## config.mk

```make
export PLATFORM = sky130hd
export DESIGN_NAME = console_uart_tx
export DESIGN_NICKNAME = d
export VERILOG_FILES = /design/src/rtl/console_uart_tx.sv
export SDC_FILE = /design/constraint.sdc
export NUM_CORES = 1
export LEC_CHECK = 0
export CORE_MARGIN = 1
export CORE_UTILIZATION = 42
export CTS_CLUSTER_DIAMETER = 40
export DETAILED_ROUTE_END_ITERATION = 12
export GPL_TIMING_DRIVEN = 1
export PLACE_DENSITY_LB_ADDON = 0.25
export SLEW_MARGIN = 40
export SYNTH_ARGS = -nofsm -noshare
export SYNTH_HDL_FRONTEND = slang
export SYNTH_SLANG_ARGS = --single-unit
export TNS_END_PERCENT = 50
```

## constraint.sdc

```tcl
create_clock -name clock -period 3.46 [get_ports clock]
set_clock_uncertainty 0.05 [all_clocks]
set_input_delay 0.692 -clock clock [delete_from_list [all_inputs] [get_ports clock]]
set_output_delay 0.692 -clock clock [all_outputs]
set_load 0.03 [all_outputs]
```

## src/rtl/console_uart_tx.sv

```systemverilog
// console_uart_tx: byte FIFO plus 8N1 UART serializer for console output.
// Accepts bytes on a req/ack handshake and shifts them out LSB first.
//
// Ports:
//   clock   - system clock, rising edge
//   reset   - asynchronous active-high reset
//   i_data  - console byte, valid while i_req=1
//   i_req   - handshake request
//   o_ack   - handshake acknowledge (FIFO not full)
//   o_txd   - UART serial output, idles high
//   o_busy  - frame in progress or FIFO non-empty
//   o_level - FIFO occupancy, excluding the byte in the shifter
module console_uart_tx #(
    parameter int CLK_DIV    = 16,
    parameter int FIFO_DEPTH = 8
) (
    input  logic                        clock,
    input  logic                        reset,
    input  logic [7:0]                  i_data,
    input  logic                        i_req,
    output logic                        o_ack,
    output logic                        o_txd,
    output logic                        o_busy,
    output logic [$clog2(FIFO_DEPTH):0] o_level
);

    localparam int          AW        = $clog2(FIFO_DEPTH);
    localparam logic [15:0] BAUD_LOAD = 16'(CLK_DIV - 1);
    localparam logic [AW:0] PTR_ONE   = (AW + 1)'(1);

    typedef enum logic [1:0] {
        S_IDLE,
        S_START,
        S_DATA,
        S_STOP
    } state_t;

    logic [7:0]  r_mem [FIFO_DEPTH];
    logic [AW:0] r_wptr;
    logic [AW:0] r_rptr;

    state_t      r_state;
    state_t      w_state_n;
    logic [7:0]  r_shift;
    logic [7:0]  w_shift_n;
    logic [15:0] r_baud;
    logic [15:0] w_baud_n;
    logic [2:0]  r_bit;
    logic [2:0]  w_bit_n;
    logic        r_txd;
    logic        w_txd_n;

    logic        w_empty;
    logic        w_full;
    logic        w_push;
    logic        w_pop;
    logic        w_tick;
    logic [7:0]  w_head;

    // Pointers carry one extra bit so full and empty are distinguishable.
    assign w_empty = (r_wptr == r_rptr);
    assign w_full  = (r_wptr[AW] != r_rptr[AW]) &&
                     (r_wptr[AW-1:0] == r_rptr[AW-1:0]);
    assign w_push  = i_req && !w_full;
    assign w_tick  = (r_baud == 16'd0);
    assign w_head  = r_mem[r_rptr[AW-1:0]];

    assign o_ack   = !w_full;
    assign o_level = r_wptr - r_rptr;
    assign o_busy  = (r_state != S_IDLE) || !w_empty;
    assign o_txd   = r_txd;

    always_ff @(posedge clock) begin
        if (w_push) begin
            r_mem[r_wptr[AW-1:0]] <= i_data;
        end
    end

    always_ff @(posedge clock or posedge reset) begin
        if (reset) begin
            r_wptr <= '0;
            r_rptr <= '0;
        end else begin
            if (w_push) begin
                r_wptr <= r_wptr + PTR_ONE;
            end
            if (w_pop) begin
                r_rptr <= r_rptr + PTR_ONE;
            end
        end
    end

    always_ff @(posedge clock or posedge reset) begin
        if (reset) begin
            r_state <= S_IDLE;
            r_shift <= 8'd0;
            r_baud  <= 16'd0;
            r_bit   <= 3'd0;
            r_txd   <= 1'b1;
        end else begin
            r_state <= w_state_n;
            r_shift <= w_shift_n;
            r_baud  <= w_baud_n;
            r_bit   <= w_bit_n;
            r_txd   <= w_txd_n;
        end
    end

    always_comb begin
        w_state_n = r_state;
        w_shift_n = r_shift;
        w_baud_n  = r_baud;
        w_bit_n   = r_bit;
        w_pop     = 1'b0;
        unique case (r_state)
            S_IDLE: begin
                if (!w_empty) begin
                    w_pop     = 1'b1;
                    w_shift_n = w_head;
                    w_baud_n  = BAUD_LOAD;
                    w_state_n = S_START;
                end
            end
            S_START: begin
                if (w_tick) begin
                    w_baud_n  = BAUD_LOAD;
                    w_bit_n   = 3'd0;
                    w_state_n = S_DATA;
                end else begin
                    w_baud_n = r_baud - 16'd1;
                end
            end
            S_DATA: begin
                if (w_tick) begin
                    w_baud_n  = BAUD_LOAD;
                    w_shift_n = {1'b0, r_shift[7:1]};
                    if (r_bit == 3'd7) begin
                        w_state_n = S_STOP;
                    end else begin
                        w_bit_n = r_bit + 3'd1;
                    end
                end else begin
                    w_baud_n = r_baud - 16'd1;
                end
            end
            S_STOP: begin
                if (w_tick) begin
                    // Chain straight into the next start bit when more is queued.
                    if (!w_empty) begin
                        w_pop     = 1'b1;
                        w_shift_n = w_head;
                        w_baud_n  = BAUD_LOAD;
                        w_state_n = S_START;
                    end else begin
                        w_baud_n  = 16'd0;
                        w_state_n = S_IDLE;
                    end
                end else begin
                    w_baud_n = r_baud - 16'd1;
                end
            end
            default: begin
                w_state_n = S_IDLE;
            end
        endcase
    end

    // Line level is computed from the next state so o_txd is a plain flop.
    always_comb begin
        w_txd_n = 1'b1;
        unique case (w_state_n)
            S_START: w_txd_n = 1'b0;
            S_DATA:  w_txd_n = w_shift_n[0];
            default: w_txd_n = 1'b1;
        endcase
    end

endmodule

```

# Word-level counts from Yosys, hierarchy flattened
# Memory sizes are Yosys's and may differ from the RTL's.
# Cells that the tools add are included.
[totals]
reg_bits = 38
latch_bits = 0
ram_bits = 64
mem_bits_ro = 0
inputBits = 11
output_inout_bits = 7
word_cells = 67
mem_count = 1
[op_classes]
n_addsub = 5
multipliers = 0
n_div = 0
n_lt_le_gt_ge = 0
eq_ne = 14
shift = 0
mux = 26
bitwise_logic = 0
reduce_logical = 13
[memory_table]
columns = ["name", "depth", "word_bits", "rd", "rd_clocked_by_memory_dff", "write_ports", "line", "text"]
rows = [
  ["r_mem", 8, 8, 1, 0, 1, "38", "logic [7:0] r_mem [FIFO_DEPTH];"],
]
[ops]
columns = ["cell", "count"]
rows = [
  ["16-bit 2-to-1 mux", 3],
  ["16-bit one-hot mux with 3 select lines", 1],
  ["8-bit 2-to-1 mux", 3],
  ["8-bit one-hot mux with 3 select lines", 1],
  ["16-bit zero test", 1],
  ["16-bit by 1-bit subtractor with 16-bit output, second input constant", 1],
  ["2-bit 2-to-1 mux", 5],
  ["2-bit inequality test, second input constant", 5],
  ["3-bit 2-to-1 mux", 3],
  ["4-bit by 1-bit adder with 4-bit output, second input constant", 2],
  ["2-bit one-hot mux with 4 select lines", 1],
  ["2-bit == test, second input constant", 3],
  ["3-bit one-hot mux with 2 select lines", 1],
  ["1-bit 2-to-1 mux", 5],
  ["2-bit by 1-bit == test with 1-bit output, second input constant", 2],
  ["4-bit == test", 1],
  ["4-bit 2-to-1 mux", 1],
  ["1-bit one-hot mux with 2 select lines", 2],
  ["4-bit AND reduction", 1],
  ["2-bit nonzero test", 2],
  ["4-bit subtractor", 1],
  ["3-bit by 1-bit adder with 3-bit output, second input constant", 1],
  ["3-bit == test", 1],
  ["3-bit == test, second input constant", 1],
  ["other kinds (8)", 10],
]

# Longest topological paths before layout
[depth]
depth_word = 6
ltp_mapped = 12
depth_no_buf = 8

# Worst setup path before layout
# Ideal clock, no wire load.
[synth_timing]
path_kind = "reg-to-reg"
start = "reg r_rptr[1]"
end = "mem r_mem[0][0] (enable)"
setup_time_ps = 383
arrival_ps = 2701
t_required_ps = 3027
path_slack_ps = 326
stages_incl_launch_ff = 9
n_path_buf = 2
synth_period_minus_slack_ps = 3134
path_cell_list = "dfrtp_1 -> clkbuf_1 -> buf_1 -> inv_1 -> ha_1 -> and3_1 -> nand2_1 -> nand3_1 -> nor3_1"
[synth_via]
elab_chain_cells = 6
[synth_lines]
columns = ["element", "line", "text"]
rows = [
  ["start: declaration", "40", "logic [AW:0] r_rptr;"],
  ["start signal: assignment", "88", "r_rptr <= r_rptr + PTR_ONE;"],
  ["3-bit == test", "63", "(r_wptr[AW-1:0] == r_rptr[AW-1:0]);"],
  ["1-bit logical AND", "62", "assign w_full = (r_wptr[AW] != r_rptr[AW]) &&"],
  ["1-bit zero test", "n/a", ""],
  ["net o_ack", "21", "output logic o_ack,"],
  ["1-bit logical AND", "64", "assign w_push = i_req && !w_full;"],
  ["1-bit 2-to-1 mux", "74", "if (w_push) begin"],
  ["1-bit 2-to-1 mux (not written as such)", "75", "r_mem[r_wptr[AW-1:0]] <= i_data;"],
  ["end: declaration", "38", ""],
]
# The timed path passes the listed nets, and every way through them passes these cells.

# Final worst setup path
[layout_timing]
start = "reg r_rptr[2]"
end = "out o_ack"
[layout_via]
elab_chain_cells = 3
[layout_lines]
columns = ["element", "line", "text"]
rows = [
  ["3-bit == test", "63", ""],
  ["1-bit logical AND", "62", ""],
  ["1-bit zero test", "68", "assign o_ack = !w_full;"],
  ["end: declaration", "21", ""],
]
# No other way between the ends.

==> results.py <==
metrics = {
    "sta": {
        "rsz0062_at_grt": "no",
        "slew_headroom_pct": 58.4,
        "finalSetupViolations": 0,
        "finalCriticalPeriod_ns": 3.17,
        "fmax_mhz": 316,
        "finalSetupTns_ns": 0,
        "final_hold_viol_count": 0,
        "fin_crit_sh_pct": 91.5,
        "final_max_slew_viol_count": 0,
        "worst_pin_slew_ns": 0.619,
        "fin_ws_ns": 0.293,
    },
    "worst_setup_path": {
        "start_kind": "flip-flop",
        "critPathKind": "reg -> out",
        "rrSetupSlack_ns": 0.66,
        "critPathMaxFanout": 8,
        "reg2reg_to": "r_baud[13]$_DFFE_PP0P_",
        "endpoint": "o_ack",
        "worstSetupStartpoint": "r_rptr[2]$_DFFE_PP0P_",
        "critPathRequiredTime_ns": 2.72,
        "end_kind": "primary output",
        "worstReg2RegStart": "r_rptr[2]$_DFFE_PP0P_",
        "critical_path_arrival_ns": 2.43,
        "ff2ff_path_depth": 8,
    },
    "layout": {
        "fin_util_pct": 50.2,
        "fill_cells": 956,
        "fin_nets": 416,
        "regArea_mm2": 0.00287,
        "drive_above_1_share_pct": 15.4,
        "fin_cells": 535,
        "multi_input_area_mm2": 0.00178,
        "areaGrowthSynthToFinish_pct": 15.2,
        "fin_area_mm2": 0.00549,
        "diodes": 0,
    },
    "yosys": {
        "syn_inst": 363,
        "ys_seq_elements": 102,
        "synthFlopType": "edfxtp_1",
        "async_flop_share_pct": 37.3,
        "syn_avg_cell_area_um2": 13.1,
        "syn-num-nets": 389,
        "synth.cell_area_mm2": 0.00477,
        "ys_seq_area_share_pct": 60.3,
        "synth_edf_count": 64,
        "synth_cell_types": 55,
        "yosys_warnings": 0,
    },
    "clock_network": {
        "cts_num_sinks": 102,
        "cts_tree": "done",
        "ctsHoldBuffers": 0,
        "h-tree-depth": 3,
        "clk_latency_ns": 0.35,
        "clockBufferDepth": 2,
        "cts_buffers": 9,
        "cts_root_buf": "clkbuf_16",
        "post_cts_buffers": 0,
        "clkTransAtPathRegs_ns": 0.07,
        "cts_resized": 0,
    },
    "floorplan": {
        "ios": 18,
        "initial_core_util_pct": 43.6,
        "die_w_um": 109,
        "die_area_mm2": 0.0118,
        "core_area_mm2": 0.0109,
        "die_y_um": 109,
        "fp-row-count": 38,
    },
    "drt": {
        "ant_nets": 0,
        "post_drt_wl_per_cell_um": 17.3,
        "wirelength_mm": 9.26,
        "first_iter_violations": 150,
        "viasPerCell": 5.53,
        "drt_first_pass_iters": 4,
        "drc_errors": 0,
        "dr_total_vias": 2959,
    },
    "grt": {
        "grtUsageTotal_pct": 17.7,
        "grt_max_degree": 39,
        "antenna_found_initial": 0,
        "grt_pass1_wl_mm": 15.5,
        "grt_overflow": 0,
        "grt_pass1_vias": 2972,
    },
    "power_and_ir_drop": {
        "p_leak_uw": 0.00205,
        "ir_drop_uv": 506,
        "p_per_area_mw_per_mm2": 881,
    },
    "place": {
        "io_buffer_count": 17,
        "place_area_mm2": 0.00514,
        "gp_congestion": 0.797,
        "numPlacedInstances": 519,
        "place_hpwl_mm": 6.13,
        "dp_slack_ns": 0.667,
    },
    "run": {
        "drv_cap": 0,
    },
    "outcome": {
        "outcome": "finished clean",
    },
    "hold_path": {
        "hp-class": "reg -> reg",
    },
}
-- synth_stat cells (all sizes together) (2+ instances only) --
cell | count | share of area [%]
a211oi | 4 | 0.73
a21o | 2 | 0.31
a21oi | 18 | 2.1
a22o | 3 | 0.55
a22oi | 6 | 0.94
a31oi | 3 | 0.39
and3 | 3 | 0.39
buf | 7 | 0.73
clkbuf | 6 | 0.47
dfrtp | 37 | 19
edfxtp | 64 | 40
ha | 14 | 3.7
inv | 13 | 1.0
mux4 | 16 | 7.6
nand2 | 41 | 3.2
nand2b | 2 | 0.26
nand3 | 5 | 0.52
nand4 | 2 | 0.26
nor2 | 33 | 2.9
nor2b | 3 | 0.39
nor3 | 12 | 1.4
nor4 | 4 | 1.3
o21ai | 20 | 2.1
o22ai | 2 | 0.26
o31ai | 4 | 0.63
or3 | 6 | 1.1
xnor2 | 11 | 2.0
xor2 | 5 | 0.92
-- cell type report --
cell class,count,area share [%]
Multi-Input combinational cell,234,32.5
Clock buffer,9,4.10
Inverter,14,0.957
Clock inverter,7,2.26
Sequential cell,102,52.3
Tap cell,140,3.19
Timing Repair Buffer,29,4.69
-- cell usage in the layout, fill, tap and decap left out, types with 3 or more instances in the layout --
cell type and n:
a21oi_1 17, xnor2_1 11, inv_1 13, and3_1 3, o21ai_0 13, mux4_2 16
nor2_1 32, a31oi_1 3, nor3_1 11, nor2b_1 3, clkbuf_16 9, buf_4 13
a22oi_1 6, o21ai_1 7, o31ai_1 4, clkdlybuf4s50_1 16, dfrtp_1 37, nand2_1 41
a22o_1 3, or3_4 3, edfxtp_1 64, ha_1 14, xor2_1 5, or3_1 3
a211oi_1 3, nand3_1 5
-- logic make-up after synthesis --
logic type | synth area share (%)
compound gates | 9.45
xor+xnor | 2.94
fa+ha+maj | 4.09
buf+inv | 2.31
flops | 60.3
mux | 7.79
simple gates | 13.1
-- layer usage --
layer	vias up	share of wire, %	GRT usage [%]
met5	-	0	0
met1	1499	46	23.0
li1	1403	-	-
met3	14	3.4	4.10
met4	0	1.6	6.95
met2	43	49	28.6
-- sequential cells by signal, summed over array words and instances (netlist names) --
name	count
r_mem	64
o_txd	1
r_wptr	4
r_baud	16
r_shift	8
r_rptr	4
r_bit	3
r_state	2
-- worst max-delay path, cell delays in order, from the launching register on --
cell and delay [ns]:
dfrtp_1 0.35, clkinv_1 0.20, ha_1 0.39, and3_1 0.26
nand2_1 0.17, clkdlybuf4s50_1 0.70
-- power breakdown --
| group | internal, uW | switching [uW] |
|---|---|---|
| registers | 1550 | 156 |
| clock network | 659 | 489 |
| logic | 829 | 1160 |
| total | 3040 | 1800 |
-- worst min path at each step --
stage	from	to	slack (ns)	depth (start not counted)
final	r_baud[14]$_DFFE_PP0P_	r_baud[14]$_DFFE_PP0P_	0.44	2
after global routing	r_baud[14]$_DFFE_PP0P_	r_baud[14]$_DFFE_PP0P_	0.45	2
after CTS	r_baud[14]$_DFFE_PP0P_	r_baud[14]$_DFFE_PP0P_	0.44	2
after detailed placement	r_baud[14]$_DFFE_PP0P_	r_baud[14]$_DFFE_PP0P_	0.43	2
after global placement	r_baud[14]$_DFFE_PP0P_	r_baud[14]$_DFFE_PP0P_	0.43	2
after floorplan	r_baud[14]$_DFFE_PP0P_	r_baud[14]$_DFFE_PP0P_	0.40	2
-- per-stage QoR --
stage,hold WS (ns),total power (uW)
after CTS,0.444,4900
after global placement,0.425,3710
after floorplan,0.399,3150
after global routing,0.454,5160
after detailed placement,0.426,3740
final,0.442,4840
Note: power is estimated with default switching activity, not from simulation.
